**config.mk**
```make
export PLATFORM = sky130hd
export DESIGN_NAME = tqvp_gera_gray_engine_flat
export DESIGN_NICKNAME = d
export VERILOG_FILES = /design/src/rtl/tqvp_gera_gray_engine_if.sv /design/src/rtl/tqvp_gera_gray_engine.sv /design/src/flat_wrapper.sv
export SDC_FILE = /design/constraint.sdc
export NUM_CORES = 1
export LEC_CHECK = 0
export ABC_AREA = 1
export BUFFER_PORTS_ARGS = -buffer_cell sky130_fd_sc_hd__buf_2
export CAP_MARGIN = 15
export CORE_MARGIN = 2
export CORE_UTILIZATION = 55
export DETAILED_ROUTE_END_ITERATION = 6
export PLACE_DENSITY = 0.77
export SYNTH_ARGS = -nofsm -noshare
export SYNTH_HDL_FRONTEND = slang
export SYNTH_SLANG_ARGS = --single-unit
```
**constraint.sdc**
```tcl
create_clock -name clk -period 2 [get_ports clk]
set_input_delay 0.2 -clock clk [delete_from_list [all_inputs] [get_ports clk]]
set_output_delay 0.2 -clock clk [all_outputs]
set_load 0.01 [all_outputs]
```
**src/rtl/tqvp_gera_gray_engine_if.sv**
```systemverilog
// Register-bus bundle for the TinyQV byte-peripheral slot.
interface tqvp_gera_gray_engine_if;
  logic [3:0] address;
  logic       data_write;
  logic [7:0] data_in;
  logic [7:0] data_out;

  modport master (output address, output data_write, output data_in, input data_out);
  modport slave  (input address, input data_write, input data_in, output data_out);
endinterface

```
**src/rtl/tqvp_gera_gray_engine.sv**
```systemverilog
// Gray-code engine: bit-serial binary<->Gray converter plus prescaled up/down
// Gray counter, all exposed through an 8-bit register bus.
module tqvp_gera_gray_engine #(
  parameter int WIDTH      = 16,
  parameter int PRESCALE_W = 16
) (
  input  logic       clk,
  input  logic       rst_n,
  input  logic [7:0] ui_in,
  output logic [7:0] uo_out,
  tqvp_gera_gray_engine_if.slave bus
);
  localparam int N     = WIDTH / 8;
  localparam int IDX_W = $clog2(WIDTH);

  typedef enum logic [1:0] {IDLE, CONV, DONE, COUNT} state_t;

  state_t                  state_reg, state_next;
  logic [WIDTH-1:0]        operand_reg, operand_next;
  logic [WIDTH-1:0]        result_reg, result_next;
  logic [WIDTH-1:0]        count_reg, count_next;
  logic [IDX_W-1:0]        idx_reg, idx_next;
  logic                    done_reg, done_next;
  logic                    g2b_reg, g2b_next;
  logic                    dir_reg, dir_next;
  logic [PRESCALE_W-1:0]   presc_cnt_reg, presc_cnt_next;
  logic [PRESCALE_W-1:0]   period_reg, period_next;
  logic [PRESCALE_W-1:0]   prescale_reg, prescale_next;
  logic [1:0]              outsel_reg, outsel_next;

  logic                    unused_ok;
  assign unused_ok = &{1'b0, ui_in, 1'b0};

  function automatic logic [WIDTH-1:0] to_gray(input logic [WIDTH-1:0] v);
    return v ^ (v >> 1);
  endfunction

  // Bit i of either conversion depends only on bit i+1 of operand or of the
  // partially built result; shifting right supplies the implicit zero at WIDTH.
  logic [WIDTH-1:0] op_sh, res_sh, conv_bits, idx_sel;
  assign op_sh  = operand_reg >> 1;
  assign res_sh = result_reg >> 1;

  for (genvar gi = 0; gi < WIDTH; gi++) begin : g_conv
    assign idx_sel[gi]   = (idx_reg == IDX_W'(gi));
    assign conv_bits[gi] = operand_reg[gi] ^ (g2b_reg ? res_sh[gi] : op_sh[gi]);
  end

  logic       wr_en, wr_ctrl, engaged;
  logic [3:0] addr;
  logic [7:0] din;
  logic [15:0] presc16;
  assign wr_en   = bus.data_write;
  assign addr    = bus.address;
  assign din     = bus.data_in;
  assign wr_ctrl = wr_en && (addr == 4'h0);
  assign engaged = (state_reg == CONV) || (state_reg == COUNT);

  always_comb begin
    state_next     = state_reg;
    operand_next   = operand_reg;
    result_next    = result_reg;
    count_next     = count_reg;
    idx_next       = idx_reg;
    done_next      = done_reg;
    g2b_next       = g2b_reg;
    dir_next       = dir_reg;
    presc_cnt_next = presc_cnt_reg;
    period_next    = period_reg;
    outsel_next    = outsel_reg;
    presc16        = 16'(prescale_reg);

    unique case (state_reg)
      CONV: begin
        result_next = result_reg | (conv_bits & idx_sel);
        if (idx_reg == '0) begin
          state_next = DONE;
          done_next  = 1'b1;
        end else begin
          idx_next = idx_reg - IDX_W'(1);
        end
      end
      COUNT: begin
        // Period is re-latched at each wrap so PRESCALE edits apply cleanly.
        if (presc_cnt_reg == period_reg) begin
          presc_cnt_next = '0;
          period_next    = prescale_reg;
          count_next     = dir_reg ? count_reg - WIDTH'(1) : count_reg + WIDTH'(1);
          result_next    = to_gray(count_next);
        end else begin
          presc_cnt_next = presc_cnt_reg + PRESCALE_W'(1);
        end
      end
      default: ;
    endcase

    if (wr_ctrl) begin
      if (din[1:0] == 2'b00) begin
        state_next     = IDLE;
        result_next    = '0;
        done_next      = 1'b0;
        count_next     = '0;
        presc_cnt_next = '0;
      end else if (din[2] && !engaged) begin
        if (din[1:0] == 2'b11) begin
          state_next     = COUNT;
          count_next     = operand_reg;
          result_next    = to_gray(operand_reg);
          presc_cnt_next = '0;
          period_next    = prescale_reg;
          dir_next       = din[3];
        end else begin
          state_next  = CONV;
          idx_next    = IDX_W'(WIDTH - 1);
          done_next   = 1'b0;
          result_next = '0;
          g2b_next    = din[1];
        end
      end
    end

    if (wr_en && !engaged) begin
      for (int k = 0; k < N; k++) begin
        if (addr == 4'(k + 1)) operand_next[k*8 +: 8] = din;
      end
    end

    if (wr_en && addr == 4'hA) presc16[7:0]  = din;
    if (wr_en && addr == 4'hB) presc16[15:8] = din;
    prescale_next = PRESCALE_W'(presc16);
    if (wr_en && addr == 4'hC) outsel_next = din[1:0];
  end

  always_ff @(posedge clk) begin
    if (!rst_n) begin
      state_reg     <= IDLE;
      operand_reg   <= '0;
      result_reg    <= '0;
      count_reg     <= '0;
      idx_reg       <= '0;
      done_reg      <= 1'b0;
      g2b_reg       <= 1'b0;
      dir_reg       <= 1'b0;
      presc_cnt_reg <= '0;
      period_reg    <= '0;
      prescale_reg  <= '0;
      outsel_reg    <= '0;
    end else begin
      state_reg     <= state_next;
      operand_reg   <= operand_next;
      result_reg    <= result_next;
      count_reg     <= count_next;
      idx_reg       <= idx_next;
      done_reg      <= done_next;
      g2b_reg       <= g2b_next;
      dir_reg       <= dir_next;
      presc_cnt_reg <= presc_cnt_next;
      period_reg    <= period_next;
      prescale_reg  <= prescale_next;
      outsel_reg    <= outsel_next;
    end
  end

  // Byte lanes beyond WIDTH read as zero.
  logic [7:0] op_byte  [4];
  logic [7:0] res_byte [4];
  for (genvar gi = 0; gi < 4; gi++) begin : g_bytes
    if (gi < N) begin : g_live
      assign op_byte[gi]  = operand_reg[gi*8 +: 8];
      assign res_byte[gi] = result_reg[gi*8 +: 8];
    end else begin : g_zero
      assign op_byte[gi]  = 8'h00;
      assign res_byte[gi] = 8'h00;
    end
  end

  logic [15:0] presc_rd;
  assign presc_rd = 16'(prescale_reg);
  assign uo_out   = res_byte[outsel_reg];

  always_comb begin
    bus.data_out = 8'h00;
    case (addr)
      4'h1: bus.data_out = op_byte[0];
      4'h2: bus.data_out = op_byte[1];
      4'h3: bus.data_out = op_byte[2];
      4'h4: bus.data_out = op_byte[3];
      4'h5: bus.data_out = res_byte[0];
      4'h6: bus.data_out = res_byte[1];
      4'h7: bus.data_out = res_byte[2];
      4'h8: bus.data_out = res_byte[3];
      4'h9: bus.data_out = {5'b0, state_reg == COUNT, done_reg, state_reg == CONV};
      4'hA: bus.data_out = presc_rd[7:0];
      4'hB: bus.data_out = presc_rd[15:8];
      4'hC: bus.data_out = {6'b0, outsel_reg};
      default: bus.data_out = 8'h00;
    endcase
  end
endmodule

```
**src/flat_wrapper.sv**
```systemverilog
// flat-port wrapper written by rule: the top's interface ports become plain ports
module tqvp_gera_gray_engine_flat 
#(
  parameter int WIDTH      = 16,
  parameter int PRESCALE_W = 16
)
  (clk, rst_n, ui_in, uo_out, bus_address, bus_data_write, bus_data_in, bus_data_out);
  tqvp_gera_gray_engine_if bus_i ();
  input  logic clk;
  input  logic rst_n;
  input  logic [7:0] ui_in;
  output logic [7:0] uo_out;
  input wire logic [$bits(bus_i.address)-1:0] bus_address;
  input wire logic [$bits(bus_i.data_write)-1:0] bus_data_write;
  input wire logic [$bits(bus_i.data_in)-1:0] bus_data_in;
  output wire logic [$bits(bus_i.data_out)-1:0] bus_data_out;
  assign bus_i.address = bus_address;
  assign bus_i.data_write = bus_data_write;
  assign bus_i.data_in = bus_data_in;
  assign bus_data_out = bus_i.data_out;
  tqvp_gera_gray_engine #(.WIDTH(WIDTH), .PRESCALE_W(PRESCALE_W)) u_core (.clk(clk), .rst_n(rst_n), .ui_in(ui_in), .uo_out(uo_out), .bus(bus_i));
endmodule
```
# Word-level counts from Yosys, hierarchy flattened
# Index checks and enable logic that the tools add are counted.
# word_totals
register_bits	107
latchBits	0
ram_bits	0
rom_bits	0
inputBits	23
out_inout_bits	16
wordCells	145
mem_count	0
# classes
n_addsub	4
n_mul	0
div_mod_pow	0
magnitude_cmp	1
n_eq_ne	27
n_shift	0
mux	62
bitwise	22
n_reduce_logical	15
# op_table
operator	count
$mux W16	24
$pmux W8 S8	1
$eq A4 B4 Y1 const B	12
$add A16 B1 Y16 const B	2
$pmux W16 S2	1
$xor A16 B15 Y16	2
$eq A4 B3 Y1 const B	6
$mux W4	6
$mux W1	21
$and A16 B16 Y16	1
$bmux W8 S2	1
$eq A16 B16 Y1	1
$mux W8	2
$or A16 B16 Y16	1
$sub A16 B1 Y16 const B	1
$xor A1 B1 Y1	15
$eq A4 B2 Y1 const B	3
$mux W2	6
$eq A4 B1 Y1 const B	2
$logic_not A4 Y1	2
$reduce_and A4 Y1	2
$logic_and A1 B1 Y1	6
$eq A2 B2 Y1 const B	2
$reduce_and A2 Y1	2
other kinds (8)	9

# Depth between registers and ports, before layout
# logic_depth
word_depth	8
ltp_mapped	16
depth_no_buf	16

# Worst setup path before layout
# OpenSTA, ideal clock, no wires.
# synth_timing
path_type	reg2reg
from	register u_core.dir_reg
to	register u_core.result_reg[5]
t_arrival_ps	1980
required_ps	1881
path_slack_ps	-99
path_stages_with_launch	14
path_buffers	0
period_less_slack_ps	2099
cell_sequence	dfxtp_1 -> ha_1 -> a21oi_1 -> nand2_1 -> nand2_1 -> nand2_1 -> xor2_1 -> inv_1 -> nand2_1 -> nand3_1 -> nand2_1 -> nand2_1 -> nand2_1 -> a21oi_1
# synth_between
elab_chain_cells	7
# synth_lines
element	line_no	text
from (decl)	tqvp_gera_gray_engine.sv:25	logic dir_reg, dir_next;
from (signal assigned)	tqvp_gera_gray_engine.sv:156	dir_reg <= dir_next;
$mux W16 *	tqvp_gera_gray_engine.sv:88	count_next = dir_reg ? count_reg - WIDTH'(1) : count_reg + WIDTH'(1);
$xor A16 B15 Y16 *	tqvp_gera_gray_engine.sv:35	return v ^ (v >> 1);
$mux W16 *	tqvp_gera_gray_engine.sv:85	if (presc_cnt_reg == period_reg) begin
$pmux W16 S2 *	tqvp_gera_gray_engine.sv:73	unique case (state_reg)
$mux W16	tqvp_gera_gray_engine.sv:104	end else if (din[2] && !engaged) begin
$mux W16	tqvp_gera_gray_engine.sv:98	if (din[1:0] == 2'b00) begin
$mux W16 *	tqvp_gera_gray_engine.sv:97	if (wr_ctrl) begin
to (signal assigned)	tqvp_gera_gray_engine.sv:151	result_reg <= result_next;
to (decl)	tqvp_gera_gray_engine.sv:20	logic [WIDTH-1:0] result_reg, result_next;
# Mark *: on every way between the ends. The rest lies on a longest branch, timed or not.
# A chain may end at the register's enable or synchronous reset.

# Worst setup path after layout
# layout_timing
from	register u_core.dir_reg
to	register u_core.result_reg[9]
# The elaborated chain is that of the path after synthesis.

==> reports/qor.csv <==
stage,metric,value,unit
worst_setup_path,critPathTopFamily,simple AND/OR/NAND/NOR gates,
final_layout,fillers,1049,
synthesis,synth_top_cell_area_share,0.302,
placed_design,io_buffers,30,
final_layout,num_antenna_cells,0,
timing,max_freq,462,MHz
synthesis,synth_area_leaders,"dfxtp_1 30%, nand2_1 13%, inv_1 7.6%",
power_and_ir_drop,total_power,4.30,mW
routing,via_per_inst,5.89,
routing,routedWlPerCell,18.7,um
timing,rsz0062_at_grt,true,
synthesis,syn_nets,1132,
synthesis,ys_ff_latch,107,
worst_setup_path,cp_cell_sequence,buf_4 -> ha_4 -> a21oi_4 -> nand2_4 -> nand2_4 -> nand2_4 -> nand2_1 -> nand2_2 -> inv_2 -> nand2_1 -> nand2_1 -> nand2_1 -> nand3_2 -> nand2_1 -> nand2_1 -> a21oi_2,
timing,setup_ws,-0.166,ns
timing,finalSetupViolCount,16,
floorplan,die_w,117,um
synthesis,seq_area_frac_synth,0.302,
hold_path,hp-start,bus_data_in[7],
worst_setup_path,cp.depth,16,
final_layout,nets,1225,
clocking,cts_max_path_buffers,2,
routing,dr.first_iter.drc_count,882,
synthesis,synth_edf_count,0,
clocking,insertion_delay,0.37,ns
hold_path,hold_class,primary input to flip-flop,
placed_design,gp_congestion,0.971,
power_and_ir_drop,p_leak,4.03,nW
worst_setup_path,worstSetupStartpointType,flip-flop,
final_layout,drive_gt1_frac,0.269,
worst_setup_path,slowest_stage,dfxtp_4,
worst_setup_path,worstPathArrival,2.42,ns
worst_setup_path,cp_num_buf_inv,2,
power_and_ir_drop,power.density,476,nW/um^2
synthesis,ys.flop_type,dfxtp_1,
final_layout,area_delta_synth_final,27.6,%
synthesis,yosys.area.top_type,dfxtp_1,
synthesis,ys_warn_count,0,
worst_setup_path,crit_start,u_core.dir_reg$_SDFFE_PN0P_,
floorplan,io_pins,39,
clocking,clkSlewWorstSetupHoldPaths,0.08,ns
status,status,finished with violations,
clocking,clkSinkCount,107,
floorplan,die_area,13800,um^2
synthesis,ys_async_sr_fraction,0,
worst_setup_path,rrSetupSlack,-0.17,ns
clocking,cts_made_buffers,9,
synthesis,avgSynthCellArea,6.52,um^2
clocking,cts-root-buf,clkbuf_16,
timing,clock_skew,0.00772,ns
routing,post-route-drc-count,0,
global_routing,grt_pass1_vias,6810,
timing,hold_viol_final,0,
power_and_ir_drop,ir_drop,0.486,mV
clocking,h-tree-depth,3,
worst_setup_path,cp.required,2.25,ns
timing,relSlewSlack,0.579,
worst_setup_path,path_max_fanout,6,
placed_design,post_dp_cell_area,7820,um^2
routing,via_count,7981,
worst_setup_path,critical_path_class,flip-flop to flip-flop,
timing,period_needed,2.17,ns
final_layout,layout_commonest_cell,nand2_1,
status,violations,negative setup slack,
floorplan,start_util,0.561,
synthesis,syn_inst,1086,
floorplan,core-area,12600,um^2
global_routing,grt_pass1_wl,36500,um
final_layout,final_area,9030,um^2
timing,tns,-1.66,ns
final_layout,layout_common_cells,"187 x nand2_1, 129 x inv_1, 106 x dfxtp_1, 96 x o21ai_0, 91 x a21oi_1",
routing,dr.pass1.iters,6,
worst_setup_path,crit_path_end_kind,flip-flop,
worst_setup_path,reg2reg_depth,16,
run,maxCapViolCount,0,
placed_design,dp_hpwl,16800,um
global_routing,grt.overflow.total,0,
global_routing,grt_use_total,0.333,
worst_setup_path,r2r_start,u_core.dir_reg$_SDFFE_PN0P_,
clocking,cts_tree,yes,
synthesis,yosysUniqueCellTypes,54,
hold_path,whs_path_depth,3,
global_routing,antenna_found_initial,0,
timing,slew_violations,0,
floorplan,fp.dieH,117,um
timing,worstMarginPinSlew,0.625,ns
worst_setup_path,slowest_delay,0.40,ns
floorplan,rows,41,
timing,period_share,1.08,
global_routing,grt_start_max_net_pins,35,
synthesis,syn_area,7080,um^2
routing,wl,25400,um
routing,ant_nets,0,
worst_setup_path,crit_top_cell,nand2_1,
layout make-up:
class	instances	area (um^2)	share of cell area
repair buffers	114	845	0.0935
clock buffers	9	225	0.0249
clock inverters	7	76.3	0.00845
inverters	155	589	0.0652
flip-flops and latches	107	2150	0.238
well taps	172	215	0.0238
multi-input cells	792	4940	0.547
path summary, 6_finish.rpt:
| path | end |
|---|---|
| hold reg to reg | u_core.period_reg[11]$_SDFF_PN0_ |
| setup reg to reg | u_core.result_reg[9]$_SDFF_PN0_ |
| hold / removal | u_core.presc_rd[15]$_SDFFE_PN0P_ |
| setup / recovery | u_core.result_reg[9]$_SDFF_PN0_ |
Yosys cell counts (2+ instances only):
cell       number
o22ai_1        18
buf_6           4
clkbuf_1       16
o21ai_1         2
nand2_2         6
a211oi_1        5
nor2_1         96
nor2_4          2
xor2_1         27
a21oi_1       104
a31oi_1         4
a21oi_2         3
ha_1           22
o21a_1          2
or2_2           8
nor3_1         15
a22oi_1         2
inv_1         144
nor4_1          3
inv_2           9
dfxtp_1       107
nor2_2          2
xnor2_1        12
nor3b_1         5
nand4_1        15
o21ai_0        97
buf_4           2
nand2_1       253
o221ai_1        5
nand3_1        48
nor3_4          3
a221oi_1        8
o211ai_1        9
o2111ai_1       2
buf_2           7
power breakdown:
group	internal, mW	switching (mW)
sequential	2.14	0.0192
clock	0.898	0.960
combinational	0.0833	0.194
logic make-up (layout without fill, tap and decap cells):
group           Yosys count  in the layout  share of synthesized area
simple gates            467            467                      0.292
flops                   107            107                      0.302
fa+ha+maj                23             23                     0.0417
xor+xnor                 39             39                     0.0482
buf+inv                 187            285                      0.109
compound gates          263            263                      0.207
worst min-delay path: stages:
cell and delay (ns):
buf_2 0.13, nand3_1 0.08, a21oi_1 0.06
what timing repair did:
item	CTS	global route
gates resized for setup	75	125
setup endpoints to repair	20	46
pin swaps	24	57
hold buffers	0	0
setup buffers	5	8
layer usage:
metal	wire [um]	up-vias	GRT usage
li1	-	3769	-
met1	10400	3692	0.471
met2	11400	437	0.516
met3	2480	83	0.0480
met4	1100	0	0.129
met5	0	-	0
through the flow:
stage	cells	setup slack (ns)	hold WS, ns	util
after detailed placement	1327	-0.173	0.474	0.620
after global routing	1356	-0.275	0.146	0.716
after global placement	1327	-0.129	0.461	0.620
after CTS	1348	-0.0452	0.132	0.675
final	1356	-0.166	0.141	0.716
after floorplan	1086	0.0949	0.358	-
Power figures use the tool's default switching activity.
